===== config.mk =====
export PLATFORM = sky130hd
export DESIGN_NAME = btle_rx_scan_ctrl
export DESIGN_NICKNAME = d
export VERILOG_FILES = /design/src/rtl/btle_rx_scan_ctrl.sv
export SDC_FILE = /design/constraint.sdc
export NUM_CORES = 1
export LEC_CHECK = 0
export BUFFER_PORTS_ARGS = -buffer_cell sky130_fd_sc_hd__buf_2
export CORE_MARGIN = 5
export CORE_UTILIZATION = 52
export DETAILED_ROUTE_END_ITERATION = 10
export PLACE_DENSITY = 0.91
export SLEW_MARGIN = 15
export SYNTH_ARGS = -nofsm -noshare
export SYNTH_HDL_FRONTEND = slang
export SYNTH_SLANG_ARGS = --single-unit

===== constraint.sdc =====
create_clock -name clk -period 3 [get_ports clk]
set_clock_uncertainty 0.2 [all_clocks]
set_input_delay 0.6 -clock clk [delete_from_list [all_inputs] [get_ports clk]]
set_output_delay 0.6 -clock clk [all_outputs]
set_load 0.05 [all_outputs]

===== src/rtl/btle_rx_scan_ctrl.sv =====
// Scan/receive sequencer for btle_rx_core: arms the core, runs listen windows on one channel
// or sweeps advertising channels 37/38/39, and reports decoded packets with packet/CRC counters.
module btle_rx_scan_ctrl #(
  parameter int unsigned WINDOW_BIT_WIDTH = 20,
  parameter logic [19:0] GUARD_CYCLES     = 20'd1000000,
  parameter int unsigned ARM_CYCLES       = 2,
  parameter logic [31:0] ADV_UNIQUE_BITS  = 32'h8E89BED6,
  parameter logic [23:0] ADV_CRC_INIT     = 24'h555555
) (
  input  logic                        clk,
  input  logic                        rst,
  input  logic                        start,
  input  logic                        stop,
  input  logic                        cfg_sweep,
  input  logic [5:0]                  cfg_channel,
  input  logic [31:0]                 cfg_unique_bits,
  input  logic [23:0]                 cfg_crc_init,
  input  logic [WINDOW_BIT_WIDTH-1:0] window_len,
  input  logic                        core_hit,
  input  logic [6:0]                  core_len,
  input  logic                        core_decode_end,
  input  logic                        core_crc_ok,
  output logic                        core_rst,
  output logic [5:0]                  channel_number,
  output logic [31:0]                 unique_bits,
  output logic [23:0]                 crc_init,
  output logic                        busy,
  output logic                        pkt_done,
  output logic                        pkt_crc_ok,
  output logic [5:0]                  pkt_channel,
  output logic [6:0]                  pkt_len,
  output logic                        window_done,
  output logic [15:0]                 pkt_cnt,
  output logic [15:0]                 crc_err_cnt
);

  localparam logic [2:0] S_IDLE    = 3'd0;
  localparam logic [2:0] S_ARM     = 3'd1;
  localparam logic [2:0] S_LISTEN  = 3'd2;
  localparam logic [2:0] S_RECEIVE = 3'd3;
  localparam logic [2:0] S_REPORT  = 3'd4;
  localparam logic [2:0] S_HOP     = 3'd5;

  localparam logic [5:0] CH_37 = 6'd37;
  localparam logic [5:0] CH_38 = 6'd38;
  localparam logic [5:0] CH_39 = 6'd39;

  localparam int unsigned ARM_W = $clog2(ARM_CYCLES + 1);

  logic [2:0]                  state;
  logic [2:0]                  state_nxt;
  logic                        sweep;
  logic [ARM_W-1:0]            arm_cnt;
  logic [WINDOW_BIT_WIDTH-1:0] win_cnt;
  logic [19:0]                 guard_cnt;
  logic                        win_expire;
  logic                        take_pkt;
  logic                        launch;
  logic [5:0]                  next_adv;

  // stop is checked first in every busy state so it beats hit, decode_end and expiries
  always_comb begin
    state_nxt  = state;
    win_expire = 1'b0;
    take_pkt   = 1'b0;
    case (state)
      S_IDLE: begin
        if (start && !stop) state_nxt = S_ARM;
      end
      S_ARM: begin
        if (stop)                state_nxt = S_IDLE;
        else if (arm_cnt == '0)  state_nxt = S_LISTEN;
      end
      S_LISTEN: begin
        if (stop) begin
          state_nxt = S_IDLE;
        end else if (core_hit) begin
          state_nxt = S_RECEIVE;
        end else if (win_cnt <= WINDOW_BIT_WIDTH'(1)) begin
          win_expire = 1'b1;
          state_nxt  = sweep ? S_HOP : S_ARM;
        end
      end
      S_RECEIVE: begin
        if (stop) begin
          state_nxt = S_IDLE;
        end else if (core_decode_end) begin
          take_pkt  = 1'b1;
          state_nxt = S_REPORT;
        end else if (guard_cnt <= 20'd1) begin
          state_nxt = sweep ? S_HOP : S_ARM;
        end
      end
      S_REPORT: begin
        if (stop) state_nxt = S_IDLE;
        else      state_nxt = sweep ? S_HOP : S_ARM;
      end
      S_HOP: begin
        if (stop) state_nxt = S_IDLE;
        else      state_nxt = S_ARM;
      end
      default: state_nxt = S_IDLE;
    endcase
  end

  always_comb begin
    launch = (state == S_IDLE) && (state_nxt == S_ARM);
    case (channel_number)
      CH_37:   next_adv = CH_38;
      CH_38:   next_adv = CH_39;
      default: next_adv = CH_37;
    endcase
  end

  always_ff @(posedge clk) begin
    if (!rst) begin
      state          <= S_IDLE;
      core_rst       <= 1'b1;
      channel_number <= CH_37;
      unique_bits    <= '0;
      crc_init       <= '0;
      sweep          <= 1'b0;
      busy           <= 1'b0;
      pkt_done       <= 1'b0;
      pkt_crc_ok     <= 1'b0;
      pkt_channel    <= '0;
      pkt_len        <= '0;
      window_done    <= 1'b0;
      pkt_cnt        <= '0;
      crc_err_cnt    <= '0;
      arm_cnt        <= '0;
      win_cnt        <= '0;
      guard_cnt      <= '0;
    end else begin
      state       <= state_nxt;
      busy        <= (state_nxt != S_IDLE);
      // core is released only while listening or receiving; every other state re-resets it
      core_rst    <= !((state_nxt == S_LISTEN) || (state_nxt == S_RECEIVE));
      window_done <= win_expire;
      pkt_done    <= take_pkt;

      if (launch) begin
        sweep          <= cfg_sweep;
        channel_number <= cfg_sweep ? CH_37 : cfg_channel;
        unique_bits    <= cfg_sweep ? ADV_UNIQUE_BITS : cfg_unique_bits;
        crc_init       <= cfg_sweep ? ADV_CRC_INIT : cfg_crc_init;
      end

      if (state == S_HOP) channel_number <= next_adv;

      if ((state_nxt == S_ARM) && (state != S_ARM)) arm_cnt <= ARM_W'(ARM_CYCLES);
      else if (state == S_ARM)                      arm_cnt <= arm_cnt - 1'b1;

      if ((state_nxt == S_LISTEN) && (state != S_LISTEN)) win_cnt <= window_len;
      else if (state == S_LISTEN)                         win_cnt <= win_cnt - 1'b1;

      if ((state_nxt == S_RECEIVE) && (state != S_RECEIVE)) guard_cnt <= GUARD_CYCLES;
      else if (state == S_RECEIVE)                          guard_cnt <= guard_cnt - 1'b1;

      if (take_pkt) begin
        pkt_crc_ok  <= core_crc_ok;
        pkt_len     <= core_len;
        pkt_channel <= channel_number;
        pkt_cnt     <= pkt_cnt + 1'b1;
        if (!core_crc_ok) crc_err_cnt <= crc_err_cnt + 1'b1;
      end
    end
  end

endmodule


==> out/metrics.yaml <==
syn_inst: 717
layout_commonest_cell: "buf_2"
worstSetupPathType: "reg2reg"
die_x_um: 125
final_area_um2: 8760
period_minus_slack_ps: 2690
vias: 6180
status: "completed"
reg2reg_slack_ps: 310
area_growth_pct: 27.3
cts_tree: "done"
path_cells: "or4_4 > or4_4 > o31ai_4 > a21o_4 > o31ai_4 > buf_12 > a211oi_2"
gp_congestion: 0.861
cp_slowest_cell: "or4_4"
avgSynthCellArea_um2: 9.60
period_share_pct: 89.6
drive_above_1_share_pct: 33.9
rsz0062_at_grt: "no"
first_iter_violations: 445
synth-async-reset-ratio_pct: 0
dp.cells: 1074
grt_overflow: 0
grt_pass1_vias: 6063
dieArea_um2: 15600
start_kind: "flip-flop"
critical-path-top-delay-family: "simple AND/OR/NAND/NOR gates"
critPathMaxStageDelay_ps: 570
grt.total_usage_pct: 22.4
synth_edf_count: 0
worstSkewPairLatency_ps: 420
required_ps: 3140
cellPowerDensity_nw_per_um2: 598
drv_slew: 0
diodes: 0
hold_path.class: "in2reg"
rr_endpoint: "guard_cnt[1]$_SDFFE_PP0N_"
relSlewSlack_pct: 56.8
fin_util_pct: 66.9
pwr-share-clk_pct: 45.5
netSwitchingFraction_pct: 24.9
fillers: 1017
drc: 0
place_area_um2: 8070
cts_resized: 0
tightestPinTransition_ps: 649
fin_tns_setup_ps: 0
synth_ff_type: "dfxtp_1"
initial_core_util_pct: 52.6
path_buf_inv: 1
cts_sinks: 158
io_pins: 209
final_cell_mix: "buf_2, dfxtp_1, nand2_1"
hold_depth: 2
drtPass1Iterations: 5
min_to: "win_cnt[9]$_SDFFE_PN0P_"
syn_nets: 821
die_h_um: 125
setup_viol: 0
dpl.hpwl_um: 12800
arrival_ps: 2830
ir_worst_vdd_uv: 358
seq_area_um2: 3160
syn-cell-area_um2: 6880
stdcell_count: 1107
synth_warnings: 0
grt_pass1_wl_um: 29400
critical_path.max_fanout: 13
clockBufferDepth: 2
whs_ps: 218
endpoint_kind: "flip-flop"
totalWireLength_um: 18000
core_area_um2: 13100
ys_seq_area_share_pct: 46.0
p_leak_nw: 3.92
post_drt_wl_per_cell_um: 16.2
synth_seq_cells: 158
nets: 1022
io_buffer_count: 208
clock-root-buffer: "clkbuf_16"
reg2reg_from: "win_cnt[14]$_SDFFE_PN0P_"
rr_worst_depth: 7
cap_violations: 0
avgViaCountPerCell: 5.58
max_freq_mhz: 372
fp-row-count: 42
grt_antenna_before_repair: 0
synth.distinct_cells: 64
hp-start: "window_len[9]"
multi_input_area_um2: 3460
grt_max_degree: 70
cts_inserted_buffers: 17
antenna_left: 0
finalHoldViolCount: 0
ctsHtreeMaxLevel: 4
combPwrFrac_pct: 12.0
cts.clk_slew.worst_paths_ps: 60
power_switching_mw: 1.30
intPower_mw: 3.93
pwr-share-seq_pct: 42.5
==> final cells by class <==
cell class                      count  area share (%)
Inverter                           13           0.557
Clock buffer                       19            5.17
Tap cell                          176            2.52
Sequential cell                   158            36.1
Multi-Input combinational cell    504            39.5
Timing Repair Buffer              224            13.7
Clock inverter                     13            2.39
==> worst max-delay path by stage <==
stage / startpoint / end / slack (ps) / cells after the start
after CTS: win_cnt[14]$_SDFFE_PN0P_ / guard_cnt[4]$_SDFFE_PP0N_ / 90 / 6
after global placement: win_cnt[14]$_SDFFE_PN0P_ / guard_cnt[1]$_SDFFE_PP0N_ / 180 / 6
after detailed placement: win_cnt[14]$_SDFFE_PN0P_ / guard_cnt[4]$_SDFFE_PP0N_ / 100 / 6
final: win_cnt[14]$_SDFFE_PN0P_ / guard_cnt[1]$_SDFFE_PP0N_ / 310 / 7
after floorplan: win_cnt[14]$_SDFFE_PN0P_ / guard_cnt[14]$_SDFFE_PN0P_ / 480 / 6
after global routing: state[0]$_SDFF_PN0_ / pkt_cnt[15]$_SDFFE_PN0P_ / 30 / 6
==> flip-flops by register name (all words and copies together), names as in the netlist, 6 cells and up <==
name,flops
unique_bits,32
pkt_channel,6
crc_err_cnt,16
pkt_cnt,16
win_cnt,20
channel_number,6
guard_cnt,20
pkt_len,7
crc_init,24
==> power by group through the flow <==
stage / Combinational (mW) / Sequential [mW] / Clock, mW
6_report: 0.626 / 2.22 / 2.38
4_1_cts: 0.623 / 2.22 / 2.42
5_1_grt: 0.669 / 2.23 / 2.52
3_5_place_dp: 0.616 / 2.27 / 0
3_3_place_gp: 0.607 / 2.26 / 0
2_1_floorplan: 0.283 / 2.41 / 0
==> per-layer routing <==
| layer | up-vias | share of wire (%) | global-route usage, % |
|---|---|---|---|
| met5 | - | 0 | 0 |
| met4 | 0 | 2.3 | 7.65 |
| met3 | 40 | 5.6 | 6.18 |
| met2 | 208 | 50 | 39.2 |
| met1 | 2951 | 42 | 26.5 |
| li1 | 2981 | - | - |
==> logic make-up after synthesis <==
family | after synthesis | share of synthesized area [%]
and+or+nand+nor | 283 | 22.6
AOI/OAI and AO/OA | 163 | 19.8
DFF | 158 | 46.0
buffers and inverters | 55 | 3.84
xor gates and xnor gates | 48 | 6.11
adders and majority gates | 7 | 1.27
muxes | 3 | 0.436
==> through the flow <==
stage	worst slack (ps)	power, mW
2_1_floorplan	476	2.70
3_3_place_gp	180	2.87
3_5_place_dp	102	2.88
4_1_cts	90.0	5.26
5_1_grt	26.5	5.42
6_report	312	5.23
==> timing repair <==
| item | CTS | global route |
|---|---|---|
| setup buffers | 0 | 1 |
| hold buffers | 0 | 0 |
| setup endpoints to repair | 0 | 9 |
==> synth_stat cells, types with 3 or more instances <==
cell	instances	area share, %
or4_1	5	0.55
xor2_1	14	1.8
nand3_1	17	1.2
nor3_1	23	1.7
and2_1	22	2.0
a22oi_1	28	3.1
a21oi_1	10	0.73
nand4_1	13	1.2
and3_1	6	0.55
o31a_1	7	0.89
buf_2	3	0.22
or2_2	4	0.36
nor3b_1	4	0.44
dfxtp_1	158	46
a21boi_0	32	3.5
o211a_1	14	2.0
nand3b_1	3	0.33
nor2_2	9	0.82
ha_1	7	1.3
nand2_1	68	3.7
o21ai_0	18	1.3
o221a_2	30	4.9
nor4_1	7	0.64
clkbuf_1	31	1.7
nor2b_1	35	3.2
and4_1	3	0.38
o22ai_1	3	0.27
xnor2_1	34	4.3
mux2i_1	3	0.44
or3_1	16	1.5
nor2_1	31	1.7
buf_6	4	0.65
inv_1	13	0.71
(Power assumes the default switching activity.)
